===== config.mk =====
export PLATFORM = sky130hd
export DESIGN_NAME = alu_div_unit
export DESIGN_NICKNAME = d
export VERILOG_FILES = /design/src/rtl/alu_div_unit.sv
export SDC_FILE = /design/constraint.sdc
export NUM_CORES = 1
export LEC_CHECK = 0
export CORE_AREA = 2 2 173 175
export CTS_CLUSTER_SIZE = 12
export DETAILED_ROUTE_END_ITERATION = 12
export DIE_AREA = 0 0 175 177
export PLACE_DENSITY = 0.67
export SLEW_MARGIN = 20
export SYNTH_ARGS = -nofsm -noshare
export SYNTH_HDL_FRONTEND = slang
export SYNTH_SLANG_ARGS = --single-unit

===== constraint.sdc =====
create_clock -name clk -period 5.1 [get_ports clk]
set_input_delay 1.02 -clock clk [delete_from_list [all_inputs] [get_ports clk]]
set_output_delay 1.02 -clock clk [all_outputs]
set_load 0.05 [all_outputs]

===== src/rtl/alu_div_unit.sv =====
// alu_div_unit: iterative restoring radix-2 divider giving div/rem beside the ALU
module alu_div_unit #(
  parameter int WIDTH = 32,
  parameter logic [WIDTH-1:0] DIV0_QUOT = '1
) (
  input  logic             clk,
  input  logic             reset,
  input  logic             start,
  input  logic             Sign,
  input  logic             RemSel,
  input  logic [WIDTH-1:0] in1,
  input  logic [WIDTH-1:0] in2,
  output logic             busy,
  output logic             done,
  output logic [WIDTH-1:0] out,
  output logic             div0
);
  localparam int CW = $clog2(WIDTH + 1);
  typedef enum logic [1:0] {IDLE, CALC, FIN} state_t;
  state_t           r_state;
  logic             r_busy, r_done, r_div0, r_rem_sel, r_qneg, r_rneg;
  logic [WIDTH-1:0] r_out, r_rem, r_quo, r_dvs;
  logic [CW-1:0]    r_cnt;
  logic [WIDTH:0]   w_sh;
  logic             w_ge;
  logic [WIDTH-1:0] w_a, w_b, w_rem_n, w_quo_n, w_res;
  assign w_a     = (Sign & in1[WIDTH-1]) ? -in1 : in1;
  assign w_b     = (Sign & in2[WIDTH-1]) ? -in2 : in2;
  assign w_sh    = {r_rem, r_quo[WIDTH-1]};
  assign w_ge    = w_sh >= {1'b0, r_dvs};
  // when the trial succeeds the difference is below the divisor, so the low WIDTH bits suffice
  assign w_rem_n = w_ge ? w_sh[WIDTH-1:0] - r_dvs : w_sh[WIDTH-1:0];
  assign w_quo_n = {r_quo[WIDTH-2:0], w_ge};
  assign w_res   = r_rem_sel ? (r_rneg ? -w_rem_n : w_rem_n) : (r_qneg ? -w_quo_n : w_quo_n);
  assign busy    = r_busy;
  assign done    = r_done;
  assign out     = r_out;
  assign div0    = r_div0;
  always_ff @(posedge clk or posedge reset) begin
    if (reset) begin
      r_state   <= IDLE;
      r_busy    <= 1'b0;
      r_done    <= 1'b0;
      r_div0    <= 1'b0;
      r_out     <= '0;
      r_rem_sel <= 1'b0;
      r_qneg    <= 1'b0;
      r_rneg    <= 1'b0;
      r_rem     <= '0;
      r_quo     <= '0;
      r_dvs     <= '0;
      r_cnt     <= '0;
    end else begin
      case (r_state)
        IDLE: if (start) begin
          r_busy    <= 1'b1;
          r_rem_sel <= RemSel;
          r_qneg    <= Sign & (in1[WIDTH-1] ^ in2[WIDTH-1]);
          r_rneg    <= Sign & in1[WIDTH-1];
          r_rem     <= '0;
          r_quo     <= w_a;
          r_dvs     <= w_b;
          r_cnt     <= CW'(WIDTH);
          if (in2 == '0) begin
            r_state <= FIN;
            r_done  <= 1'b1;
            r_div0  <= 1'b1;
            r_out   <= RemSel ? in1 : DIV0_QUOT;
          end else begin
            r_state <= CALC;
          end
        end
        CALC: begin
          r_rem <= w_rem_n;
          r_quo <= w_quo_n;
          r_cnt <= r_cnt - 1'b1;
          if (r_cnt == CW'(1)) begin
            r_state <= FIN;
            r_done  <= 1'b1;
            r_div0  <= 1'b0;
            r_out   <= w_res;
          end
        end
        FIN: begin
          r_state <= IDLE;
          r_done  <= 1'b0;
          r_busy  <= 1'b0;
        end
        default: r_state <= IDLE;
      endcase
    end
  end
endmodule


# Yosys cells after proc, flatten, opt, wreduce, memory -nomap -nowiden
# Cells that the tools add are included.
# op_classes
add_sub_neg	6
n_lt_le_gt_ge	1
eq_ne	6
mux	29
n_bitwise	4
n_reduce_logical	11
# op_table
op	count
32-bit two-way mux	12
32-bit case mux with 2 select lines	3
32-bit negation	4
33-bit by 32-bit greater-or-equal comparator with 1-bit output	1
32-bit zero test	1
32-bit subtractor	1
6-bit case mux with 2 select lines	1
2-bit AND reduction	4
4-bit AND reduction	2
6-bit by 1-bit equality test with 1-bit output, second input constant	1
2-bit two-way mux	3
6-bit two-way mux	1
2-bit inequality test, second input constant	3
6-bit by 1-bit subtractor with 6-bit output, second input constant	1
1-bit two-way mux	5
1-bit case mux with 2 select lines	2
2-bit case mux with 2 select lines	1
2-bit nonzero test	2
1-bit bitwise AND	3
1-bit case mux with 3 select lines	1
3-bit nonzero test	1
2-bit by 1-bit equality test with 1-bit output, second input constant	1
2-bit equality test, second input constant	1
2-bit zero test	1
1-bit bitwise XOR	1
# word_totals
ff_bits	142
in_bits	69
out_inout_bits	35
elab_cells	69

# Longest topological paths before layout
# Gate-level depths: netlist of the first run.
# depth
depth_word	7
depth_mapped	22
mapped_depth_nobuf	19

# Worst setup path before layout of the first run
# No wires, ideal clock.
# synth_path
path_kind	flip-flop to flip-flop
start	register r_rem[11]
end	register r_out[28], in the netlist out[28]
setup_ns	0.078
t_arrival_ns	5.121
required_time_ns	5.022
slack_ns	-0.098
stages_incl_launch_ff	22
path_buffers	4
period_less_slack_ns	5.198
cell_sequence	dfrtp_1 ha_1 clkbuf_1 nand4_1 or4_1 or4_4 o211a_2 o21ai_4 buf_4 buf_2 buf_1 nand2_1 o21ai_0 ha_1 nand3_1 a211oi_1 a41o_1 o2111ai_2 or3_1 and4bb_1 mux2_1 a21oi_1
# synth_between
elab_chain_len	7
# synth_lines
element	line_no	text
start, declared	22	logic [WIDTH-1:0] r_out, r_rem, r_quo, r_dvs;
start signal, assigned	74	r_rem <= w_rem_n;
32-bit subtractor or 33-bit by 32-bit greater-or-equal comparator with 1-bit output (tied branches)	32, 30	
32-bit two-way mux	32	assign w_rem_n = w_ge ? w_sh[WIDTH-1:0] - r_dvs : w_sh[WIDTH-1:0];
32-bit negation	34	assign w_res = r_rem_sel ? (r_rneg ? -w_rem_n : w_rem_n) : (r_qneg ? -w_quo_n : w_quo_n);
32-bit two-way mux	34	
32-bit two-way mux *	34	
32-bit two-way mux *	77	if (r_cnt == CW'(1)) begin
32-bit case mux with 2 select lines *	54	case (r_state)
end signal, assigned	68	r_out <= RemSel ? in1 : DIV0_QUOT;
end signal, assigned	81	r_out <= w_res;
end, declared	22	
# Every way passes the cells marked *; elsewhere a longest branch is shown, timed or not. The select of a mux whose other input is x is not followed.
# A chain may end at the register's enable or synchronous reset.

# Worst setup path in the final report of the first run
# layout_path
start	register r_rem[25]
end	register r_out[28], in the netlist out[28]
# Same word-level chain as after synthesis.

==> impl_metrics.ini, run 1 <==
[status]
status = finished, final reports clean

[floorplan]
die_w_um = 175
core_area_sq_um = 29200
die_height_um = 177
ios = 104
die_area_sq_um = 31000
row_count = 63
start_util_pct = 39.5

[final_layout]
nNetsFinal = 1655
areaGrowthSynthToFinish_pct = 18.8
mostFrequentLayoutCells = o21ai_0 (183), nand2_1 (149), dfrtp_1 (142)
final_common_cell = o21ai_0
final_layout_size_suffix_gt1_share_pct = 7.58

[grt]
track_usage_pct = 24.9
grt_max_degree = 83
grt_pass1_vias = 11134
grt_pass1_wl_mm = 61.1
antenna_found_initial = 1
overflow = 0

[hold_path]
hp-class = flop to flop

[detailed_routing]
dr.pass1.iters = 5
antenna_left = 0
via_per_inst = 6.01
drc_errors = 0
wl_per_cell_um = 19.9
drtIter0Drc = 995
detailroute.via_count = 11707
routed_wl_mm = 38.8

[synthesis]
ys.flop_type = dfrtp_1
syn_area_sq_um = 11500
ys_ff_latch = 142
yosys.cell_types.count = 80
yosysTopAreaCell = dfrtp_1
yosysWarnings = 0
yosysTopAreaCellShare_pct = 30.8
syn_avg_cell_area_sq_um = 7.88
synth_area_leaders = dfrtp_1 (31%), o21ai_0 (7.9%), xnor2_1 (5.2%)
synthCells = 1466
async_flop_share_pct = 100
ys_seq_area_share_pct = 30.8
syn-num-nets = 1574
synth-edff-count = 0

[sta]
setup_violations = 0
post-route-period-util_pct = 97.0
skew_ns = 0.0114
tns_ns = 0
slew-limit-headroom_pct = 39.5
fmax_mhz = 202
report.final.slew_viol_count = 0
hold_violations = 0
worst_slew_pin_slew_ns = 0.908
fin_crit_ns = 4.95

[job]
drv_cap = 0

[setup_path]
required_ns = 5.45
arrival_ns = 5.30
critPathCaptureType = flop
cp_top_family = simple AND/OR/NAND/NOR gates
slowest_stage = or4_4
crit_chain = ha_2 -> nand4_1 -> or4_4 -> or4_4 -> o211a_2 -> o21ai_4 -> mux2i_2 -> ha_2 -> nand3_1 -> a211oi_2 -> a41o_1 -> o2111ai_2 -> or3_1 -> and4bb_1 -> mux2_1 -> a21oi_1
path_max_fanout = 8
worst-setup-path-type = flop to flop
worst-path-buf-inv = 0
worst_setup_path_start_kind = flop
cpPeakStageDelay_ns = 0.59

[clock_tree]
numCtsBuffers = 17
cts_sinks = 142
cts_buffer_depth = 2
insertion_delay_ns = 0.43
cts-root-buf = clkbuf_16
clkSlewWorstSetupHoldPaths_ns = 0.06
cts_tree = yes
htree_levels = 4

[place]
placement.io_buffers = 103
hpwl_mm = 28.6
place.gp.congestion = 0.941
## per-stage QoR
step / hold slack, ns / cells / cell area (sq um) / setup slack [ns] / utilization [%]
global placement: 0.465 / 1918 / 13100 / 0.329 / 45.0
detailed placement: 0.473 / 1918 / 13100 / 0.121 / 45.0
global route: 0.503 / 1947 / 13700 / -0.0361 / 46.9
finish: 0.476 / 1948 / 13700 / 0.151 / 46.9
floorplan: 0.447 / 1466 / 11600 / 0.00785 / -
CTS: 0.482 / 1947 / 13700 / 0.115 / 46.8
## final cells by class
cell class                      instances  area [sq um]
Tap cell                              390           488
Fill cell                            2892         15500
Clock inverter                         11           121
Clock buffer                           18           429
Sequential cell                       142          3550
Timing Repair Buffer                  155          1450
Antenna cell                            1          2.50
Multi-Input combinational cell       1169          7440
Inverter                               62           240
## worst paths after layout
path | end | from | cells past startpoint | slack, ns
max in group asynchronous | r_quo[18]$_DFFE_PP0P_ | reset | 3 | 3.16
hold / removal | r_cnt[4]$_DFFE_PP0P_ | r_cnt[4]$_DFFE_PP0P_ | 1 | 0.48
setup / recovery | out[28]$_DFFE_PP0P_ | r_rem[25]$_DFFE_PP0P_ | 16 | 0.15
hold reg to reg | r_cnt[4]$_DFFE_PP0P_ | r_cnt[4]$_DFFE_PP0P_ | 1 | 0.48
setup reg to reg | out[28]$_DFFE_PP0P_ | r_rem[25]$_DFFE_PP0P_ | 16 | 0.15
min in group asynchronous | r_dvs[5]$_DFFE_PP0P_ | reset | 2 | 1.11
## cells by family after synthesis
kind of cell,count (synthesis),share of synthesized area [%]
AO/OA/AOI/OAI,498,27.4
XOR/XNOR,133,10.1
adder cells (fa/ha/maj),39,4.29
buffers and inverters,155,5.32
flip-flops,142,30.8
multiplexers,26,2.32
AND/OR/NAND/NOR,473,19.8
## flip-flops by register name, summed over array words and instances, names as in the netlist
register,flops
out,32
r_dvs,32
r_quo,32
r_rem,32
r_cnt,6
r_state,2
busy,1
div0,1
done,1
r_qneg,1
r_rem_sel,1
r_rneg,1
## what timing repair did
action,4_1_cts,5_1_grt
setup buffers,0,0
setup endpoints to repair,0,2
hold buffers,0,0
gates resized for setup,0,6
## cells in the mapped netlist (all sizes together) (10+ instances only)
master  instances
o21ai         193
nand2         150
dfrtp         142
nor2          104
a21oi          95
clkbuf         72
xnor2          69
xor2           64
inv            62
nand3          54
ha             38
a22oi          35
nor3           35
o31ai          25
or3            25
buf            21
mux2i          20
nand4          19
a211oi         17
a31oi          16
or4            16
o41ai          15
nor4           13
o211ai         12
o21a           12
nand2b         10
## per-layer routing
metal | vias up | track usage, % | share of wire [%]
met5 | - | 0 | 0
met4 | 0 | 11.5 | 4.4
met1 | 5638 | 33.1 | 43
li1 | 5518 | - | -
met2 | 455 | 40.4 | 46
met3 | 96 | 3.29 | 6.0
Power of run 1 is not shown: default switching activity piles up to over one toggle a cycle in this logic, so the estimate is an artifact.
==> run 2: changes to the inputs <==
CAP_MARGIN = 20   (was not set)
CTS_CLUSTER_SIZE = not set   (was 12)
==> results of run 2 <==
Same layout as run 1: the final DEF is identical, and so are final timing and power.
Power of run 2 is left out for the same reason.
==> run 3: changes to the inputs <==
ABC_AREA = 1   (was not set)
CORE_AREA = 2 2 189 172   (was 2 2 173 175)
DIE_AREA = 0 0 191 174   (was 0 0 175 177)
PLACE_DENSITY = 0.66   (was 0.67)
==> run 3 against run 2 <==
  * Worst hold slack better by 0.0018 ns
  * Register-to-register slack better by 0.57 ns
  * Wire length up 3.7%
  * Utilization down 1.1 points
  * Critical path type unchanged
==> impl_metrics.ini, run 3 <==
[status]
status = finished, final reports clean

[final_layout]
mostFrequentLayoutCells = nand2_1 (607), inv_1 (279), nor2_1 (165)
areaGrowthSynthToFinish_pct = 16.4
final_layout_size_suffix_gt1_share_pct = 6.37
stdcell_area_sq_um = 14400
final_common_cell = nand2_1
nNetsFinal = 2166
fill_cells = 3262

[floorplan]
start_util_pct = 39.4
die_height_um = 174
row_count = 62
die_area_sq_um = 33200
core_area_sq_um = 31400
die_w_um = 191
ios = 104

[hold_path]
hold_path_depth = 2
hp-class = flop to flop
hold_path_startpoint = out[13]$_DFFE_PP0P_

[synthesis]
synth_fa_ha_area_share_pct = 4.00
yosysTopAreaCell = dfrtp_1
syn-num-nets = 2089
synthCells = 1981
ys_ff_latch = 142
synthSimpleGateAreaFrac_pct = 37.0
yosysTopAreaCellShare_pct = 28.7
synth_mux_area_share_pct = 0.0809
synth_xor_area_share_pct = 4.17
synth_area_leaders = dfrtp_1 (29%), nand2_1 (18%), inv_1 (8.5%)
synth_compound_area_share_pct = 14.6
yosysWarnings = 0
syn_area_sq_um = 12400
yosysMostFrequentCell = nand2_1
ys.flop_type = dfrtp_1
ys_top_cells_by_count = nand2_1 (607), inv_1 (280), nor2_1 (168), nand3_1 (154), o21ai_0 (150)
yosys.cell_types.count = 52
async_flop_share_pct = 100
synth_top_family_by_area = simple AND/OR/NAND/NOR gates
synth-edff-count = 0
ys_seq_area_share_pct = 28.7
syn_avg_cell_area_sq_um = 6.25

[grt]
grt_max_degree = 87
antenna_found_initial = 1
overflow = 0
grt_pass1_wl_mm = 64.6
grt_pass1_vias = 12022
track_usage_pct = 24.5

[detailed_routing]
detailroute.via_count = 13073
drc_errors = 0
via_per_inst = 5.25
drtIter0Drc = 1416
wl_per_cell_um = 16.2
dr.pass1.iters = 8
routed_wl_mm = 40.2
antenna_left = 0

[clock_tree]
ctsHoldBuffers = 0
htree_levels = 4
cts_sinks = 142
clkSlewWorstSetupHoldPaths_ns = 0.07
post_cts_resized = 0
insertion_delay_ns = 0.45
cts_tree = yes
cts_buffer_depth = 2
numCtsBuffers = 17
cts-root-buf = clkbuf_16
postCtsSetupBuffers = 0

[setup_path]
worst-setup-path-type = flop to flop
cpPeakStageDelay_ns = 0.36
r2r_cells = 29
critPathCaptureType = flop
slowest_stage = dfrtp_1
r2r_start = r_dvs[26]$_DFFE_PP0P_
crit_top_cell = nand2_1
worst_setup_path_start_kind = flop
arrival_ns = 4.76
cp-startpoint = r_dvs[26]$_DFFE_PP0P_
required_ns = 5.48
path_max_fanout = 5

[sta]
skew_ns = 0.0182
hold_violations = 0
slew-limit-headroom_pct = 37.5
setup_violations = 0
report.final.slew_viol_count = 0
grt_setup_unrepaired = false
post-route-period-util_pct = 85.9
tns_ns = 0
fin_crit_ns = 4.38
fmax_mhz = 228
worst_slew_pin_slew_ns = 0.932

[place]
placed_cell_area_sq_um = 13800
place.gp.congestion = 0.927
placement.io_buffers = 103
hpwl_mm = 31.1

[job]
drv_cap = 0
==> run 3: changes by cell type after synthesis, sizes merged, moves of 16 or more <==
cell / change
inv: +228
o21ai: -32
clkbuf: -26
nor2: +78
xnor2: -59
nand2: +479
a211oi: -17
or3: -23
mux2i: -19
or4: -16
nand3: +105
o31ai: -22
==> run 3: metal layers <==
layer,part of all wire [%],wire [um],global-route usage (%),vias up
li1,-,-,-,6524
met1,48,19300,36.1,6136
met2,45,18100,38.1,388
met3,5.9,2360,3.03,25
met4,1.1,445,4.88,0
met5,0,0,0,-
==> run 3: worst paths after layout <==
check	end	slack, ns
max	out[28]$_DFFE_PP0P_	0.72
min	out[13]$_DFFE_PP0P_	0.48
max reg2reg	out[28]$_DFFE_PP0P_	0.72
min reg2reg	out[13]$_DFFE_PP0P_	0.48
max in group asynchronous	r_rem[15]$_DFFE_PP0P_	2.98
min in group asynchronous	r_rem[3]$_DFFE_PP0P_	1.13
==> run 3: layout make-up <==
type	count	area, sq um	share of cell area, %
diodes	1	2.50	0.0174
repair buffers	123	1180	8.20
well taps	416	520	3.61
clock buffers	20	457	3.17
inverters	294	1110	7.69
clock inverters	12	159	1.10
multi-input cells	1480	7430	51.5
flip-flops and latches	142	3550	24.7
==> run 3: cell families (layout without fill, tap and decap cells) <==
kind of cell	count (synthesis)	after routing
AND/OR/NAND/NOR	1062	1062
buffers and inverters	359	449
AO/OA/AOI/OAI	319	319
flip-flops	142	142
XOR/XNOR	59	59
adder cells (fa/ha/maj)	39	39
multiplexers	1	1
other	0	1
==> run 3: critical path, delay by kind of cell, from the launching register on <==
family                     cells  cell delay [ns]
buffers and inverters          4             0.41
adders and majority gates      2             0.51
DFF                            1             0.36
and+or+nand+nor               19             2.40
AOI/OAI and AO/OA              4             0.64
==> run 3: through the flow <==
stage          utilization (%)  hold WS [ns]  worst slack (ns)  instances
6_report                  45.9         0.478             0.717       2488
2_1_floorplan                -         0.453             0.270       1981
5_1_grt                   45.9         0.495             0.377       2487
3_3_place_gp              43.9         0.469             0.883       2455
4_1_cts                   45.9         0.483             0.873       2487
3_5_place_dp              43.9         0.465             0.753       2455
Power of run 3 is left out for the same reason.
